File: config.mk
export PLATFORM = sky130hd
export DESIGN_NAME = ldm_stm_seq
export DESIGN_NICKNAME = d
export VERILOG_FILES = /design/src/rtl/ldm_stm_seq.sv
export SDC_FILE = /design/constraint.sdc
export NUM_CORES = 1
export LEC_CHECK = 0
export BUFFER_PORTS_ARGS = -buffer_cell sky130_fd_sc_hd__buf_2
export CORE_ASPECT_RATIO = 0.6
export CORE_UTILIZATION = 44
export DETAILED_ROUTE_END_ITERATION = 6
export PLACE_DENSITY_LB_ADDON = 0.15
export SYNTH_ARGS = -nofsm -noshare
export SYNTH_HDL_FRONTEND = slang
export SYNTH_SLANG_ARGS = --single-unit
File: constraint.sdc
create_clock -name clk -period 8.8 [get_ports clk]
set_clock_uncertainty 0.15 [all_clocks]
set_input_delay 2.64 -clock clk [delete_from_list [all_inputs] [get_ports clk]]
set_output_delay 2.64 -clock clk [all_outputs]
set_load 0.02 [all_outputs]
File: src/rtl/ldm_stm_seq.sv
// LDM/STM block-transfer sequencer: walks the register list one word per cycle, then optional base writeback.
// Optional abort support is built when LDM_STM_ABORT_EN is defined (adds data_abort / aborted).
module ldm_stm_seq #(
    parameter int ADDR_W = 32,
    parameter int DATA_W = 32
) (
    input  logic              clk,
    input  logic              rst,
    input  logic              start,
    input  logic              load,
    input  logic              p_bit,
    input  logic              u_bit,
    input  logic              w_bit,
    input  logic [3:0]        base_rn,
    input  logic [15:0]       reg_list,
    input  logic [ADDR_W-1:0] base_addr,
    input  logic [DATA_W-1:0] rd_data,
    input  logic [DATA_W-1:0] mem_data_out,
`ifdef LDM_STM_ABORT_EN
    input  logic              data_abort,
    output logic              aborted,
`endif
    output logic              busy,
    output logic              done,
    output logic [3:0]        reg_sel,
    output logic              rd_we,
    output logic [DATA_W-1:0] rd_in,
    output logic [3:0]        write_rd,
    output logic [ADDR_W-1:0] mem_addr,
    output logic [DATA_W-1:0] mem_data_in,
    output logic              mem_write_en
);
    typedef enum logic [2:0] {S_IDLE, S_CALC, S_XFER, S_WB, S_DONE} state_t;

    localparam logic [ADDR_W-1:0] WORD       = ADDR_W'(4);
    localparam logic [ADDR_W-1:0] ALIGN_MASK = ~ADDR_W'(3);

    state_t            state_q;
    logic              load_q, p_q, u_q, w_q, rn_in_list_q;
    logic [3:0]        base_rn_q;
    logic [15:0]       list_q;
    logic [ADDR_W-1:0] base_q, addr_q, final_q;
    logic              busy_q, done_q, rd_we_q, mem_we_q;
    logic [3:0]        reg_sel_q, write_rd_q;
    logic [ADDR_W-1:0] mem_addr_q;

    logic [4:0]        n_d;
    logic [ADDR_W-1:0] four_n_d, first_d, final_d;
    logic [3:0]        low_idx_d;
    logic [15:0]       list_next_d;
    logic              abort_now;

    always_comb begin
        n_d       = 5'd0;
        low_idx_d = 4'd0;
        for (int i = 0; i < 16; i++) n_d = n_d + 5'(list_q[i]);
        for (int i = 15; i >= 0; i--) if (list_q[i]) low_idx_d = 4'(i);
        list_next_d = list_q & (list_q - 16'd1);
        four_n_d    = {{(ADDR_W-7){1'b0}}, n_d, 2'b00};
        final_d     = u_q ? (base_q + four_n_d) : (base_q - four_n_d);
        case ({p_q, u_q})
            2'b01:   first_d = base_q;
            2'b11:   first_d = base_q + WORD;
            2'b00:   first_d = base_q - four_n_d + WORD;
            default: first_d = base_q - four_n_d;
        endcase
    end

`ifdef LDM_STM_ABORT_EN
    logic aborted_q;
    assign abort_now = data_abort & (state_q == S_XFER);
    // An aborted XFER cycle always goes straight to DONE, so the flag lines up with done.
    always_ff @(posedge clk or negedge rst) begin
        if (!rst) aborted_q <= 1'b0;
        else      aborted_q <= abort_now;
    end
    assign aborted = aborted_q;
`else
    assign abort_now = 1'b0;
`endif

    always_ff @(posedge clk or negedge rst) begin
        if (!rst) begin
            state_q      <= S_IDLE;
            load_q       <= 1'b0;
            p_q          <= 1'b0;
            u_q          <= 1'b0;
            w_q          <= 1'b0;
            rn_in_list_q <= 1'b0;
            base_rn_q    <= 4'd0;
            list_q       <= 16'd0;
            base_q       <= '0;
            addr_q       <= '0;
            final_q      <= '0;
            busy_q       <= 1'b0;
            done_q       <= 1'b0;
            rd_we_q      <= 1'b0;
            mem_we_q     <= 1'b0;
            reg_sel_q    <= 4'd0;
            write_rd_q   <= 4'd0;
            mem_addr_q   <= '0;
        end else begin
            done_q <= 1'b0;
            case (state_q)
                S_IDLE: begin
                    if (start) begin
                        load_q       <= load;
                        p_q          <= p_bit;
                        u_q          <= u_bit;
                        w_q          <= w_bit;
                        base_rn_q    <= base_rn;
                        list_q       <= reg_list;
                        base_q       <= base_addr;
                        rn_in_list_q <= reg_list[base_rn];
                        busy_q       <= 1'b1;
                        state_q      <= S_CALC;
                    end
                end
                S_CALC: begin
                    final_q <= final_d;
                    if (n_d == 5'd0) begin
                        done_q  <= 1'b1;
                        state_q <= S_DONE;
                    end else begin
                        reg_sel_q  <= low_idx_d;
                        write_rd_q <= low_idx_d;
                        mem_addr_q <= first_d & ALIGN_MASK;
                        addr_q     <= (first_d & ALIGN_MASK) + WORD;
                        rd_we_q    <= load_q;
                        mem_we_q   <= ~load_q;
                        list_q     <= list_next_d;
                        state_q    <= S_XFER;
                    end
                end
                S_XFER: begin
                    if (abort_now) begin
                        rd_we_q  <= 1'b0;
                        mem_we_q <= 1'b0;
                        done_q   <= 1'b1;
                        state_q  <= S_DONE;
                    end else if (list_q != 16'd0) begin
                        reg_sel_q  <= low_idx_d;
                        write_rd_q <= low_idx_d;
                        mem_addr_q <= addr_q;
                        addr_q     <= addr_q + WORD;
                        list_q     <= list_next_d;
                    end else begin
                        mem_we_q <= 1'b0;
                        // A loaded base register keeps the loaded value rather than the writeback.
                        if (w_q && !(load_q && rn_in_list_q)) begin
                            rd_we_q    <= 1'b1;
                            write_rd_q <= base_rn_q;
                            state_q    <= S_WB;
                        end else begin
                            rd_we_q <= 1'b0;
                            done_q  <= 1'b1;
                            state_q <= S_DONE;
                        end
                    end
                end
                S_WB: begin
                    rd_we_q <= 1'b0;
                    done_q  <= 1'b1;
                    state_q <= S_DONE;
                end
                S_DONE: begin
                    busy_q  <= 1'b0;
                    state_q <= S_IDLE;
                end
                default: state_q <= S_IDLE;
            endcase
        end
    end

    assign busy         = busy_q;
    assign done         = done_q;
    assign reg_sel      = reg_sel_q;
    assign write_rd     = write_rd_q;
    assign mem_addr     = mem_addr_q;
    assign rd_we        = rd_we_q & ~abort_now;
    assign mem_write_en = mem_we_q & ~abort_now;
    assign rd_in        = (state_q == S_WB) ? DATA_W'(final_q) : (rd_we_q ? mem_data_out : '0);
    assign mem_data_in  = mem_we_q ? rd_data : '0;
endmodule
==> results.cfg, run 1 <==
[run_status]
status = finished with violations
violations = DRC

[floorplan]
rows = 47
start_util = 0.452
coreArea_um2 = 27900
pin_count = 231
dieArea_um2 = 29400
die_x_um = 221
die_h_um = 133

[timing]
relSlewSlack = 0.192
rsz0062_at_grt = false
finalSetupViolations = 0
timing.final.ws_setup_ns = 0.378
tightestPinTransition_ns = 1.21
fmax_mhz = 119
final_max_slew_viol_count = 0
min_period_over_period = 0.957
finalCriticalPeriod_ns = 8.42
finalHoldViolCount = 0
fin_setup_tns_ns = 0

[yosys]
ys_types = 83
synthFlopType = dfrtp_1
synth_edf_count = 0
postSynthCellCount = 1656
synth_seq_cells = 164
syn-cell-area_um2 = 12600
yosysSeqAreaShare = 0.325
yosysMostFrequentCell = nand2_1
synth_top_area_cell = dfrtp_1
synth_top_area_frac = 0.325
syn_area_per_cell_um2 = 7.61
async_reset_ff_frac = 1.00
synth_warnings = 0
synth_top_cells_by_count = 370 x nand2_1, 164 x dfrtp_1, 153 x o21ai_0
synth.area.top_cells = dfrtp_1 33%, nand2_1 11%, o21ai_0 6.1%

[cts]
clock-sinks = 164
numCtsBuffers = 17
cts-root-buf = clkbuf_16
cts_setup_buffers = 0
clk_pin_slew_ns = 0.08
clockBufferDepth = 2
cts_tree = done
clk_latency_ns = 0.47
ctsHoldBuffers = 0
htreeDepth = 4

[worst_setup_path]
reg2regPathDepth = 25
crit_slowest_cell = or4b_1
cpMostUsedCell = fa_1
crit_path_start = list_q[5]
worst-r2r-setup-slack_ns = 0.38
critical_path_class = flop to flop
cpPeakStageDelay_ns = 0.61
cp.arrival_ns = 8.67
cp.required_ns = 9.05
startpoint_type = flop
crit_path_end = addr_q[30]
crit_family = simple AND/OR/NAND/NOR gates
critical_path_depth = 25
critPathBufInv = 5
worstReg2RegStart = list_q[5]
crit_fanout = 9
crit_path_end_kind = flop
r2r-end = addr_q[30]

[place]
portBuffers = 228
gp_congestion = 0.999
dp_slack_ns = 0.168
post-dp-hpwl_um = 35300

[drt]
routedWlPerCell_um = 20.6
wl_um = 45700
vias = 13100
vias_per_cell = 5.90
drcViolationCount = 11
ant_nets = 0
first_pass_iters = 7
drt_iter0_markers = 1563

[min_path]
hold_path.class = flop to flop
hold_depth = 2
hold_start = mem_addr[8]

[global_routing]
grt_pass1_vias = 12000
grtUsageTotal = 0.313
grt_pass1_wl_um = 69500
grt-ovfl-total = 0
grt_max_degree = 102
antenna_found_initial = 0

[cells_and_area]
fin_nets = 1999
fin_util = 0.535
drive_above_1_share = 0.204
fill_cells = 2745
antenna_cells = 0
multiInputGateArea_um2 = 7960
ff_latch_area_um2 = 4100
syn_to_final_growth_pct = 18.2

[flow_run]
maxCapViolations = 0
## metal layers
metal  wire [um]  GRT usage  share of wire
met1       22600      0.499           0.50
met2       17800      0.409           0.39
met3        4710     0.0927           0.10
met4         498     0.0620          0.011
met5           0          0              0
## worst reg2reg max path, cell delays in order (launching register included)
cell and delay [ns]:
dfrtp_1 0.48, inv_1 0.10, fa_1 0.56, fa_1 0.46, fa_1 0.54, fa_1 0.40, inv_1 0.07, ha_1 0.15
inv_1 0.05, fa_1 0.39, nor2b_1 0.12, o21ai_0 0.12, ha_1 0.33, or3_1 0.61, or4_4 0.56, a222oi_1 0.36
buf_4 0.21, and3_2 0.33, buf_4 0.16, nand3_1 0.15, o41ai_1 0.46, mux2_2 0.23, a211oi_1 0.07, or4b_1 0.61
or4b_1 0.54, o211ai_1 0.11
## repair_timing
action,4_1_cts,5_1_grt
endpoints found under the hold margin,0,0
endpoints found under the setup margin,0,10
resized for setup,0,12
## registers in the layout, summed over array words and instances (netlist names), 3 cells and up
name and cells:
base_q 32, final_q 32, addr_q 30, mem_addr 30, list_q 16, base_rn_q 4
reg_sel 4, write_rd 4, state_q 3
## layout by cell type (no fill, tap or decap), types with 19 or more instances in the layout
| cell | n |
|---|---|
| a31oi_1 | 25 |
| or3_1 | 20 |
| nand2_1 | 370 |
| nor2_1 | 94 |
| a21oi_1 | 55 |
| nand4_1 | 19 |
| nand3_1 | 79 |
| inv_1 | 46 |
| nor4_1 | 21 |
| buf_2 | 227 |
| nor3_1 | 39 |
| xnor2_1 | 59 |
| dfrtp_1 | 164 |
| buf_4 | 57 |
| and2_1 | 40 |
| o21ai_0 | 153 |
| xor2_1 | 33 |
| ha_1 | 22 |
## stage by stage
stage                     cell area [um^2]  instances  hold WS, ns
after floorplan                      12600       1657        0.292
after global placement               14200       2189        0.307
after detailed placement             14200       2189        0.308
after CTS                            14800       2221        0.326
after global routing                 14900       2221        0.348
final                                14900       2221        0.321
## layout make-up
| cell class | instances | area share |
|---|---|---|
| multi-input cells | 1327 | 0.534 |
| flip-flops and latches | 164 | 0.275 |
| repair buffers | 285 | 0.106 |
| well taps | 367 | 0.0308 |
| clock buffers | 17 | 0.0285 |
| clock inverters | 15 | 0.0138 |
| inverters | 46 | 0.0116 |
## logic make-up (layout without fill, tap and decap cells)
kind of cell             count (synthesis)  in the layout  share of synthesized area
other                                    1              2                   0.000297
buffers and inverters                  166            363                     0.0515
multiplexers                            29             29                     0.0293
XOR/XNOR                                93             93                     0.0646
AO/OA/AOI/OAI                          376            376                      0.190
flip-flops                             164            164                      0.325
adder cells (fa/ha/maj)                 35             35                     0.0419
AND/OR/NAND/NOR                        792            792                      0.297
## worst min path at each step
stage / to / slack (ns)
after detailed placement: mem_addr[8] / 0.31
after CTS: mem_addr[8] / 0.33
final: mem_addr[8] / 0.32
after floorplan: base_q[0] / 0.29
after global placement: base_q[1] / 0.31
after global routing: mem_addr[8] / 0.35
Power of run 1 is left out: the tool's default activity adds up to more than one toggle a clock period on the data nets, which glitch-free logic cannot reach.
==> run 2, diff against run 1 <==
- CORE_UTILIZATION: 44 -> 45
- clock period: 8.8 -> 7.1 ns (I/O delays scaled with it)
==> run 2 against run 1 <==
Net effect:
- the run ends with setup timing left
- flip-flop and latch count did not move
- routed wire length rose by 11%
- sequential share of layout area decreased by 3.5 points
- via count increased by 8.1%
- first-iteration DRC count fell by 3.3%
- utilization grew 8.5 points
- count of clock-buffer cells in the layout is the same
- register-to-register slack lost 0.97 ns
- worst setup slack worse by 0.97 ns
- global-route usage rose by 4.3 points
- fmax grew 9.5%
- final area rose by 14%
==> results.cfg, run 2 (synthesized netlist as in run 1, its figures left out) <==
[drt]
ant_nets = 0
vias_per_cell = 5.81
drt_iter0_markers = 1512
routedLengthMet1_um = 24100
routedWlPerCell_um = 20.8
vias = 14200
met3_length_um = 5940
drcViolationCount = 0
wl_met2_um = 20000
top_layer = met4
wl_um = 50700
first_pass_iters = 7

[timing]
timing.final.ws_setup_ns = -0.594
rsz0062_at_grt = true
finalCriticalPeriod_ns = 7.69
tightestPinTransition_ns = 1.22
min_period_over_period = 1.08
fin_setup_tns_ns = -6.16
fmax_mhz = 130
finalHoldViolCount = 0
final_max_slew_viol_count = 0
finalSetupViolations = 21
relSlewSlack = 0.188

[flow_run]
maxCapViolations = 0

[floorplan]
die_h_um = 132
dieArea_um2 = 28700
coreArea_um2 = 27500
pin_count = 231
start_util = 0.458
rows = 47
die_x_um = 218

[min_path]
hold_start = mem_addr[16]
hold_end = mem_addr[16]
hold_depth = 2
hold_path.class = flop to flop

[worst_setup_path]
worst-r2r-setup-slack_ns = -0.59
worstReg2RegStart = list_q[13]
crit_family = adder cells
critPathBufInv = 7
crit_path_end_kind = flop
cpMostUsedCell = fa_1
reg2regPathDepth = 27
cp.arrival_ns = 7.90
cpPeakStageDelay_ns = 0.56
crit_slowest_cell = fa_1
r2r-end = addr_q[28]
startpoint_type = flop
cp.required_ns = 7.31
critical_path_class = flop to flop
crit_fanout = 7

[cts]
cts_tree = done
ctsHoldBuffers = 0
numCtsBuffers = 17
clock-sinks = 164
clockBufferDepth = 2
htreeDepth = 4
clk_latency_ns = 0.47
cts-root-buf = clkbuf_16
clk_pin_slew_ns = 0.08

[cells_and_area]
drive_above_1_share = 0.319
fin_util = 0.619
reg.largest.list = base_q (32), final_q (32)
syn_to_final_growth_pct = 35.1
mostFrequentLayoutCells = 368 x nand2_1, 260 x buf_4, 227 x buf_2, 164 x dfrtp_1, 148 x o21ai_0
fin_nets = 2216
mostFrequentLayoutCell = nand2_1
fin_cells = 2439
fill_cells = 2521

[global_routing]
antenna_found_initial = 1
grt_pass1_vias = 13300
grtUsageTotal = 0.357
grt-ovfl-total = 0
grt_max_degree = 100
grt_pass1_wl_um = 78000

[place]
post-dp-hpwl_um = 39000
gp_congestion = 0.998
dp.cells = 2369
portBuffers = 228
dp_slack_ns = -0.689

[run_status]
status = finished with violations
violations = setup timing
[run 2: cell count changes in the layout (fill, tap and decap cells not counted), sizes merged]
cell	change
buf	+217
clkinv	-1
clkinvlp	+1
diode	+1
[run 2: cell type report]
type / instances / area (um^2) / share of cell area
diodes: 1 / 2.50 / 0.000147
clock buffers: 17 / 425 / 0.0250
clock inverters: 15 / 204 / 0.0120
inverters: 46 / 173 / 0.0101
multi-input cells: 1327 / 8390 / 0.492
flip-flops and latches: 164 / 4100 / 0.241
well taps: 367 / 459 / 0.0269
repair buffers: 502 / 3290 / 0.193
[run 2: repair_timing]
item | CTS | global route
endpoints found under the setup margin | 22 | 30
gates resized for setup | 53 | 37
cloned | 1 | 0
pin swaps | 28 | 35
setup buffers | 30 | 7
[run 2: how the worst max path moves through the flow]
stage | startpoint | end | slack (ns) | cells past startpoint
2_1_floorplan | list_q[9] | addr_q[28] | -0.73 | 26
3_3_place_gp | list_q[11] | addr_q[30] | -0.57 | 27
3_5_place_dp | list_q[11] | addr_q[30] | -0.69 | 27
4_1_cts | list_q[3] | addr_q[30] | -0.55 | 28
5_1_grt | list_q[13] | addr_q[28] | -0.79 | 28
6_report | list_q[13] | addr_q[28] | -0.59 | 27
[run 2: worst reg2reg max path: stages (launching register included)]
cell and delay (ns):
dfrtp_1 0.37, inv_2 0.05, fa_1 0.56, fa_1 0.45, fa_1 0.55, fa_1 0.43
inv_2 0.08, ha_4 0.13, inv_2 0.04, fa_2 0.38, xnor2_2 0.22, ha_1 0.29
buf_4 0.17, nand2b_1 0.20, o211a_1 0.32, o21ai_0 0.36, a222oi_1 0.12, buf_4 0.19
and3_4 0.21, buf_6 0.13, buf_4 0.13, a31oi_1 0.17, o21ai_0 0.16, a21oi_2 0.24
and4bb_1 0.27, or4b_4 0.53, or3_1 0.39, a221o_1 0.29
[run 2: layer usage]
metal,up-vias,global-route usage
met5,-,0
met4,0,0.0816
met3,60,0.109
met2,704,0.474
met1,6794,0.551
li1,6607,-
[run 2: through the flow]
step,cell area [um^2],hold slack [ns]
2_1_floorplan,12800,0.292
3_3_place_gp,15700,0.304
3_5_place_dp,15700,0.308
4_1_cts,16800,0.332
5_1_grt,17000,0.351
6_report,17000,0.326
Power of run 2 is left out for the same reason.
